### src/rtl/uart_pkg.sv
// Shared types and constants for the UART receive path.
package uart_pkg;

  typedef enum logic [2:0] {
    IDLE,
    START,
    DATA,
    STOP,
    WAIT_HIGH
  } rx_state_t;

  localparam int UART_DATA_BITS = 8;
  localparam int UART_STOP_IDX  = 9;

  function automatic logic majority3(input logic [2:0] s);
    return (s[0] & s[1]) | (s[0] & s[2]) | (s[1] & s[2]);
  endfunction

endpackage

### src/rtl/uart_bit_sampler.sv
// Synchronises the raw RX pin and exposes the 3-sample majority and falling-edge of the
// synchronised line.
module uart_bit_sampler
  import uart_pkg::*;
(
  input  logic clk_48,
  input  logic reset,
  input  logic serial,
  output logic rx_s,
  output logic majority,
  output logic fall_edge
);

  logic       sync_q;
  logic [1:0] hist;

  // Everything resets to the idle (high) line level so no false edge appears after reset.
  always_ff @(posedge clk_48) begin
    if (reset) begin
      sync_q <= 1'b1;
      rx_s   <= 1'b1;
      hist   <= 2'b11;
    end else begin
      sync_q <= serial;
      rx_s   <= sync_q;
      hist   <= {hist[0], rx_s};
    end
  end

  assign majority  = majority3({hist, rx_s});
  assign fall_edge = hist[0] & ~rx_s;

endmodule

### src/rtl/uart_rx_oversample.sv
// 8N1 oversampling UART receiver with majority-voted mid-bit sampling and a one-deep
// valid/ready holding register.
module uart_rx_oversample
  import uart_pkg::*;
#(
  parameter int DIVISOR   = 16,
  parameter int DATA_BITS = UART_DATA_BITS
) (
  input  logic                 clk_48,
  input  logic                 reset,
  input  logic                 serial,
  output logic [DATA_BITS-1:0] data,
  output logic                 data_valid,
  input  logic                 data_ready,
  output logic                 frame_error,
  output logic                 overrun,
  output logic                 busy
);

  localparam int PHASE_W = $clog2(DIVISOR);
  localparam logic [PHASE_W-1:0] MID_PHASE  = PHASE_W'(DIVISOR / 2);
  localparam logic [PHASE_W-1:0] LAST_PHASE = PHASE_W'(DIVISOR - 1);

  rx_state_t            state;
  logic [PHASE_W-1:0]   phase;
  logic [3:0]           bit_idx;
  logic [DATA_BITS-1:0] shift_reg;

  logic rx_s;
  logic majority;
  logic fall_edge;
  logic at_mid;
  logic at_last;
  logic deliver;

  uart_bit_sampler u_sampler (
    .clk_48    (clk_48),
    .reset     (reset),
    .serial    (serial),
    .rx_s      (rx_s),
    .majority  (majority),
    .fall_edge (fall_edge)
  );

  // The edge cycle itself is phase 0 of the start bit while the register only reads 0 one
  // cycle later, so the third mid-bit sample lands when the register holds MID.
  // NOTE: every signal written here gets a value first, so no latch is inferred.
  always_comb begin
    at_mid  = (phase == MID_PHASE);
    at_last = (phase == LAST_PHASE);
    deliver = (state == STOP) && at_mid && majority;
  end

  assign busy = (state != IDLE);

  // NOTE: sequential state uses non-blocking assignments so all registers update together.
  always_ff @(posedge clk_48) begin
    if (reset) begin
      state       <= IDLE;
      phase       <= '0;
      bit_idx     <= '0;
      shift_reg   <= '0;
      frame_error <= 1'b0;
    end else begin
      frame_error <= 1'b0;
      case (state)
        IDLE: begin
          if (fall_edge) begin
            phase   <= '0;
            bit_idx <= '0;
            state   <= START;
          end
        end
        START: begin
          phase <= phase + 1'b1;
          if (at_mid && majority) begin
            state <= IDLE;
          end else if (at_last) begin
            phase   <= '0;
            bit_idx <= 4'd1;
            state   <= DATA;
          end
        end
        DATA: begin
          phase <= phase + 1'b1;
          if (at_mid) begin
            shift_reg <= {majority, shift_reg[DATA_BITS-1:1]};
          end
          if (at_last) begin
            phase   <= '0;
            bit_idx <= bit_idx + 1'b1;
            if (bit_idx == 4'(DATA_BITS)) begin
              state <= STOP;
            end
          end
        end
        STOP: begin
          phase <= phase + 1'b1;
          if (at_mid) begin
            if (majority) begin
              state <= IDLE;
            end else begin
              frame_error <= 1'b1;
              state       <= WAIT_HIGH;
            end
          end
        end
        WAIT_HIGH: begin
          if (rx_s) begin
            state <= IDLE;
          end
        end
        default: state <= IDLE;
      endcase
    end
  end

  // A completed byte is only lost when the consumer is not draining the current one.
  always_ff @(posedge clk_48) begin
    if (reset) begin
      data       <= '0;
      data_valid <= 1'b0;
      overrun    <= 1'b0;
    end else begin
      overrun <= 1'b0;
      if (deliver) begin
        if (data_valid && !data_ready) begin
          overrun <= 1'b1;
        end else begin
          data       <= shift_reg;
          data_valid <= 1'b1;
        end
      end else if (data_valid && data_ready) begin
        data_valid <= 1'b0;
      end
    end
  end

endmodule
### config.mk
export PLATFORM = sky130hd
export DESIGN_NAME = uart_rx_oversample
export DESIGN_NICKNAME = d
export VERILOG_FILES = /design/src/rtl/uart_pkg.sv /design/src/rtl/uart_bit_sampler.sv /design/src/rtl/uart_rx_oversample.sv
export SDC_FILE = /design/constraint.sdc
export NUM_CORES = 1
export LEC_CHECK = 0
export ABC_AREA = 1
export CAP_MARGIN = 15
export CORE_MARGIN = 2
export CORE_UTILIZATION = 35
export DETAILED_ROUTE_END_ITERATION = 8
export GPL_ROUTABILITY_DRIVEN = 0
export PLACE_DENSITY = 0.63
export SLEW_MARGIN = 20
export SYNTH_ARGS = -nofsm -noshare
export SYNTH_HDL_FRONTEND = slang
export SYNTH_SLANG_ARGS = --single-unit
### constraint.sdc
create_clock -name clk_48 -period 1.51 [get_ports clk_48]
set_input_delay 0.302 -clock clk_48 [delete_from_list [all_inputs] [get_ports clk_48]]
set_output_delay 0.302 -clock clk_48 [all_outputs]
set_load 0.02 [all_outputs]
==> flow_summary_export.csv, run 1 <==
group,metric,value,unit
clocking,cts_sinks,34,
place,setup_slack_placement,0.0452,ns
logic_synthesis,synth_edf_count,0,
logic_synthesis,ys_types,25,
run,maxCapViolCount,0,
finish,post_route_cells_drive_above_1_share,21.1,%
critical_path,start_kind,"flop",
critical_path,crit_chain,"nor2_2 > nand2_1 > dlygate4sd2_1",
power,share_seq_of_total_power,35.0,%
min_path,hold_class,"flop to flop",
clocking,clock_tree_from_tritoncts,"done",
power,static-leakage-power,0.906,nW
routing,drt_drc_violations_left,0,
critical_path,worst_path_max_delay_cell,"sky130_fd_sc_hd__dfxtp_1",
routing,detail_route.vias_per_cell,4.73,
floorplanning,ios,16,
sta,finalSetupViolations,0,
place,dp_hpwl,2150,microns
sta,fin_hold_ws,0.415,ns
routing,routed-wl-met2,1410,microns
outcome,outcome,"finished clean",
global_route,grt_remaining_overflow,0,
floorplanning,chipWidth,70.2,microns
power,combinational_group_share_of_total_power,37.3,%
critical_path,critical_path.max_fanout,5,
sta,fmax,697,MHz
logic_synthesis,synth.yosys.warnings,0,
global_route,grt_usage,13.9,%
routing,drt-wirelength-per-cell,10.6,microns
logic_synthesis,synth_nets,210,
finish,most-common-layout-cells,"sky130_fd_sc_hd__nand2_1, sky130_fd_sc_hd__dfxtp_1, sky130_fd_sc_hd__nor2_1",
routing,drt_first_pass_iters,4,
logic_synthesis,async_flop_share,0,%
place,numPortBuffers,15,
critical_path,reg2reg_setup_slack,0.11,ns
sta,transition_time_at_the_pin_with_the_least_slew_margin,0.368,ns
sta,slew_headroom,75.2,%
sta,slew_viol_final,0,
power,power.switching,1.10,mW
clocking,cts.hold.buffers_added,0,
critical_path,critical_path_endpoint_category,"output port",
clocking,max-clock-path-buffers,2,
critical_path,critPathRequiredTime,1.21,ns
sta,period_share,95.0,%
critical_path,worst-setup-path-type,"flop to output port",
place,placed_cell_area,1790,sq um
floorplanning,core_area,4290,sq um
sta,finalWorstPathRequiredPeriod,1.43,ns
power,switching_share,36.3,%
clocking,cts.root.buffer_cell,"sky130_fd_sc_hd__clkbuf_8",
clocking,inserted_clock_buffers,5,
routing,routed_wirelength,3000,microns
finish,final_design_utilization,45.7,%
routing,highest_layer_used_for_signal_routing,"met4",
floorplanning,initial_core_util,35.7,%
finish,layout_commonest_cell,"sky130_fd_sc_hd__nand2_1",
global_route,first_global_vias,1230,
sta,finalClockSkew,0.00918,ns
critical_path,crit_arrival,1.13,ns
sta,finalWorstSetupSlack,0.0755,ns
finish,diodes,0,
global_route,wire_length_of_the_first_global_routing_pass,5310,microns
power,power.internal,1.93,mW
finish,layoutNonFillerInstCount,284,
clocking,cts.clk_slew.worst_paths,0.07,ns
global_route,grt_start_max_net_pins,16,
floorplanning,placementRows,24,
finish,nNetsFinal,239,
critical_path,slowest_delay,0.42,ns
routing,met1_length,1430,microns
floorplanning,die_area,4920,sq um
logic_synthesis,syn-cell-area,1530,sq um
routing,dr.first_iter.drc_count,71,
routing,sum_of_met3_wire_segment_lengths_after_detailed_routing,99,microns
sta,setup_tns,0,ns
logic_synthesis,syn-mean-instance-area,7.58,sq um
routing,vias,1342,
sta,hold_violations,0,
power,power.ir.vdd_worst,0.000555,V
clocking,worst_skew_pair_later_pin_latency,0.29,ns
finish,synthToLayoutAreaGrowth,28.1,%
logic_synthesis,postSynthCellCount,202,
logic_synthesis,seq_area_frac_synth,44.4,%
finish,summed_area_of_non_filler_cells_in_the_final_layout,1960,sq um
routing,drtAntennaViolNets,0,
logic_synthesis,yosys_register_bits,34,
clocking,ctsHtreeMaxLevel,2,
power,design_power_total,3.03,mW
global_route,number_of_antenna_violations_at_the_first_check_in_global_routing,0,
place,placedCellCount,273,
logic_synthesis,synthFlopType,"sky130_fd_sc_hd__dfxtp_1",
power,power-per-cell-area,1540,nW/um^2
floorplanning,floorplan.die.height,70.2,microns
power,clockPowerShare,27.7,%
-- per-layer routing --
layer / up-vias / track usage (%)
met5: - / 0
met4: 0 / 7.05
met3: 4 / 4.33
met2: 18 / 22.2
met1: 608 / 16.7
li1: 712 / -
-- critical path: cells and delay by family, from the launching register on --
kind,cells,cell delay (ns)
AND/OR/NAND/NOR,2,0.11
buffers and inverters,1,0.32
flip-flops,1,0.42
-- logic make-up after synthesis --
group / Yosys count / synth area share, %
buffers and inverters: 24 / 6.45
xor gates and xnor gates: 1 / 0.572
AOI/OAI and AO/OA: 34 / 12.1
and+or+nand+nor: 105 / 33.2
adders and majority gates: 4 / 3.27
DFF: 34 / 44.4
-- Yosys cell counts, types with 2 or more instances --
| master | instances | area share, % |
|---|---|---|
| sky130_fd_sc_hd__dfxtp_1 | 34 | 44 |
| sky130_fd_sc_hd__clkbuf_1 | 4 | 0.98 |
| sky130_fd_sc_hd__inv_2 | 3 | 0.74 |
| sky130_fd_sc_hd__nor2_8 | 2 | 2.6 |
| sky130_fd_sc_hd__nand2_1 | 42 | 10 |
| sky130_fd_sc_hd__nor2_1 | 26 | 6.4 |
| sky130_fd_sc_hd__nand2_2 | 3 | 1.2 |
| sky130_fd_sc_hd__a21oi_1 | 21 | 6.9 |
| sky130_fd_sc_hd__nor3_1 | 4 | 1.3 |
| sky130_fd_sc_hd__nor2_2 | 4 | 1.6 |
| sky130_fd_sc_hd__nand3_1 | 17 | 5.6 |
| sky130_fd_sc_hd__nand3_2 | 2 | 1.3 |
| sky130_fd_sc_hd__inv_1 | 15 | 3.7 |
| sky130_fd_sc_hd__o21ai_0 | 9 | 2.9 |
| sky130_fd_sc_hd__or2_2 | 3 | 1.2 |
| sky130_fd_sc_hd__ha_1 | 4 | 3.3 |
-- area by class of cell --
class,count,area (sq um)
timing repair buffer,27,245
tap,52,65.1
sequential,34,683
clock inverter,3,45.0
clock buffer,5,68.8
inverter,19,72.6
multi-input combinational,144,782
fill,436,2330
-- power groups by stage --
stage	Clock [mW]	Combinational, mW	Sequential [mW]
floorplan	0	0.782	1.05
global placement	0	1.02	1.07
detailed placement	0	1.03	1.07
CTS	0.863	1.01	1.05
global route	0.901	1.27	1.07
finish	0.837	1.13	1.06
-- repair_timing --
| item | in CTS | in global routing |
|---|---|---|
| endpoints found under the setup margin | 10 | 20 |
| resized for setup | 10 | 12 |
| buffers inserted | 0 | 3 |
| pin swaps | 0 | 5 |
-- path summary, 6_finish.rpt --
| kind | from | endpoint | cells past startpoint |
|---|---|---|---|
| setup / recovery | state[1]$_SDFFE_PP0P_ | busy | 3 |
| hold / removal | u_sampler.sync_q$_SDFF_PP1_ | u_sampler.rx_s$_SDFF_PP1_ | 1 |
| setup reg to reg | phase[0]$_SDFFE_PP0P_ | state[0]$_SDFFE_PP0P_ | 11 |
| hold reg to reg | u_sampler.sync_q$_SDFF_PP1_ | u_sampler.rx_s$_SDFF_PP1_ | 1 |
Note: power is estimated with default switching activity, not from simulation.
==> run 2: changes to the inputs <==
--- a/config.mk
+++ b/config.mk
@@ -7,7 +7,6 @@
 export LEC_CHECK = 0
 export ABC_AREA = 1
 export CAP_MARGIN = 15
-export CORE_MARGIN = 2
 export CORE_UTILIZATION = 35
 export DETAILED_ROUTE_END_ITERATION = 8
 export GPL_ROUTABILITY_DRIVEN = 0
==> run 2 against run 1 <==
Effect of this change: clock-buffer cell count unchanged; via count down 1.5%; clock skew down 0.0019 ns; fmax up 1.2%; cell count down 0.70%.
==> flow_summary_export.csv, run 2 (same netlist as run 1, synthesis figures left out) <==
group,metric,value,unit
outcome,outcome,"finished clean",
floorplanning,die_area,4640,sq um
min_path,hold_class,"flop to flop",
routing,routed-wl-met2,1330,microns
finish,diodes,0,
sta,period_share,93.9,%
clocking,clock_tree_from_tritoncts,"done",
routing,met1_length,1500,microns
clocking,max-clock-path-buffers,2,
global_route,grt_remaining_overflow,0,
routing,highest_layer_used_for_signal_routing,"met4",
floorplanning,floorplan.die.height,68.2,microns
global_route,number_of_antenna_violations_at_the_first_check_in_global_routing,0,
min_path,hold-path-cell-count,1,
routing,routed_wirelength,3020,microns
global_route,first_global_vias,1161,
routing,drt_drc_violations_left,0,
place,dp_hpwl,2190,microns
finish,synthToLayoutAreaGrowth,27.6,%
sta,finalSetupViolations,0,
place,placedCellCount,272,
critical_path,critical_path.max_fanout,5,
routing,detail_route.vias_per_cell,4.69,
critical_path,worst-setup-path-type,"flop to output port",
routing,dr.first_iter.drc_count,61,
sta,slew_headroom,78.3,%
routing,sum_of_met3_wire_segment_lengths_after_detailed_routing,138,microns
critical_path,worst-r2r-cell-count,9,
floorplanning,core_area,4090,sq um
finish,layout_commonest_cell,"sky130_fd_sc_hd__nand2_1",
clocking,ctsHtreeMaxLevel,2,
power,power.ir.vdd_worst,0.000885,V
sta,hold_violations,0,
global_route,grt_usage,15.0,%
finish,nNetsFinal,239,
sta,setup_tns,0,ns
global_route,grt_start_max_net_pins,16,
critical_path,critical_path_endpoint_category,"output port",
clocking,inserted_clock_buffers,5,
finish,post_route_cells_drive_above_1_share,22.8,%
critical_path,start_kind,"flop",
finish,most-common-layout-cells,"sky130_fd_sc_hd__nand2_1, sky130_fd_sc_hd__dfxtp_1, sky130_fd_sc_hd__nor2_1",
sta,transition_time_at_the_pin_with_the_least_slew_margin,0.323,ns
global_route,wire_length_of_the_first_global_routing_pass,5040,microns
clocking,cts.clk_slew.worst_paths,0.07,ns
routing,vias,1322,
floorplanning,ios,16,
place,numPortBuffers,15,
finish,fillCellCount,424,
power,static-leakage-power,0.904,nW
critical_path,crit_arrival,1.12,ns
clocking,cts_sinks,34,
finish,final_design_utilization,47.8,%
sta,finalWorstPathRequiredPeriod,1.42,ns
power,power-per-cell-area,1530,nW/um^2
sta,fmax,705,MHz
routing,drt_first_pass_iters,4,
critical_path,critPathRequiredTime,1.21,ns
floorplanning,initial_core_util,37.5,%
sta,slew_viol_final,0,
clocking,worst_skew_pair_later_pin_latency,0.29,ns
sta,finalClockSkew,0.00730,ns
sta,rsz0062_at_grt,"true",
routing,drtAntennaViolNets,0,
routing,drt-wirelength-per-cell,10.7,microns
run,maxCapViolCount,0,
finish,layoutNonFillerInstCount,282,
clocking,cts.root.buffer_cell,"sky130_fd_sc_hd__clkbuf_8",
floorplanning,chipWidth,68.2,microns
clocking,cts.hold.buffers_added,0,
floorplanning,placementRows,23,
==> run 2: cell count changes in the layout (fill, tap and decap cells not counted), sizes merged <==
cell | before | now
clkinvlp | 2 | 0
clkinv | 1 | 3
==> run 2: metrics by stage <==
step	total power [mW]	hold WS [ns]	setup WS, ns	instance area [sq um]
2_1_floorplan	1.83	0.389	0.127	1530
3_3_place_gp	2.11	0.401	0.0947	1790
3_5_place_dp	2.12	0.393	0.0517	1790
4_1_cts	2.92	0.410	0.00673	1890
5_1_grt	3.21	0.421	-0.0143	1950
6_report	2.98	0.409	0.0920	1950
==> run 2: per-layer routing <==
| metal | global-route usage (%) | vias up |
|---|---|---|
| met4 | 6.25 | 0 |
| li1 | - | 709 |
| met5 | 0 | - |
| met2 | 21.7 | 20 |
| met3 | 6.00 | 6 |
| met1 | 19.4 | 587 |
==> run 2: cell type report <==
class / count / area, sq um / share of cell area, %
multi-input combinational: 144 / 792 / 40.5
sequential: 34 / 686 / 35.1
clock buffer: 5 / 68.8 / 3.52
timing repair buffer: 27 / 233 / 11.9
clock inverter: 3 / 40.0 / 2.05
inverter: 19 / 72.6 / 3.71
tap: 50 / 62.6 / 3.20
==> run 2: path summary, 6_finish.rpt <==
check                              start                   endpoint  slack (ns)
min reg2reg  u_sampler.sync_q$_SDFF_PP1_  u_sampler.rx_s$_SDFF_PP1_        0.41
max reg2reg        phase[1]$_SDFFE_PP0P_  shift_reg[4]$_SDFFE_PP0P_        0.11
max                state[0]$_SDFFE_PP0P_                       busy        0.09
min          u_sampler.sync_q$_SDFF_PP1_  u_sampler.rx_s$_SDFF_PP1_        0.41
==> run 2: where the power goes <==
part	internal [mW]	total [mW]	switching, mW
Combinational	0.430	1.11	0.683
Clock	0.485	0.809	0.324
Sequential	0.983	1.06	0.0762
==> run 2: critical path, cell delays in order, from the launching register on <==
cell and delay, ns:
sky130_fd_sc_hd__dfxtp_2 0.35, sky130_fd_sc_hd__nor2_2 0.12, sky130_fd_sc_hd__nand2_1 0.05, sky130_fd_sc_hd__dlygate4sd2_1 0.31
==> run 2: what timing repair did <==
item	4_1_cts	5_1_grt
resized for setup	11	16
setup buffers	0	2
endpoints found under the setup margin	10	17
endpoints found under the hold margin	0	0
pin swaps	0	5
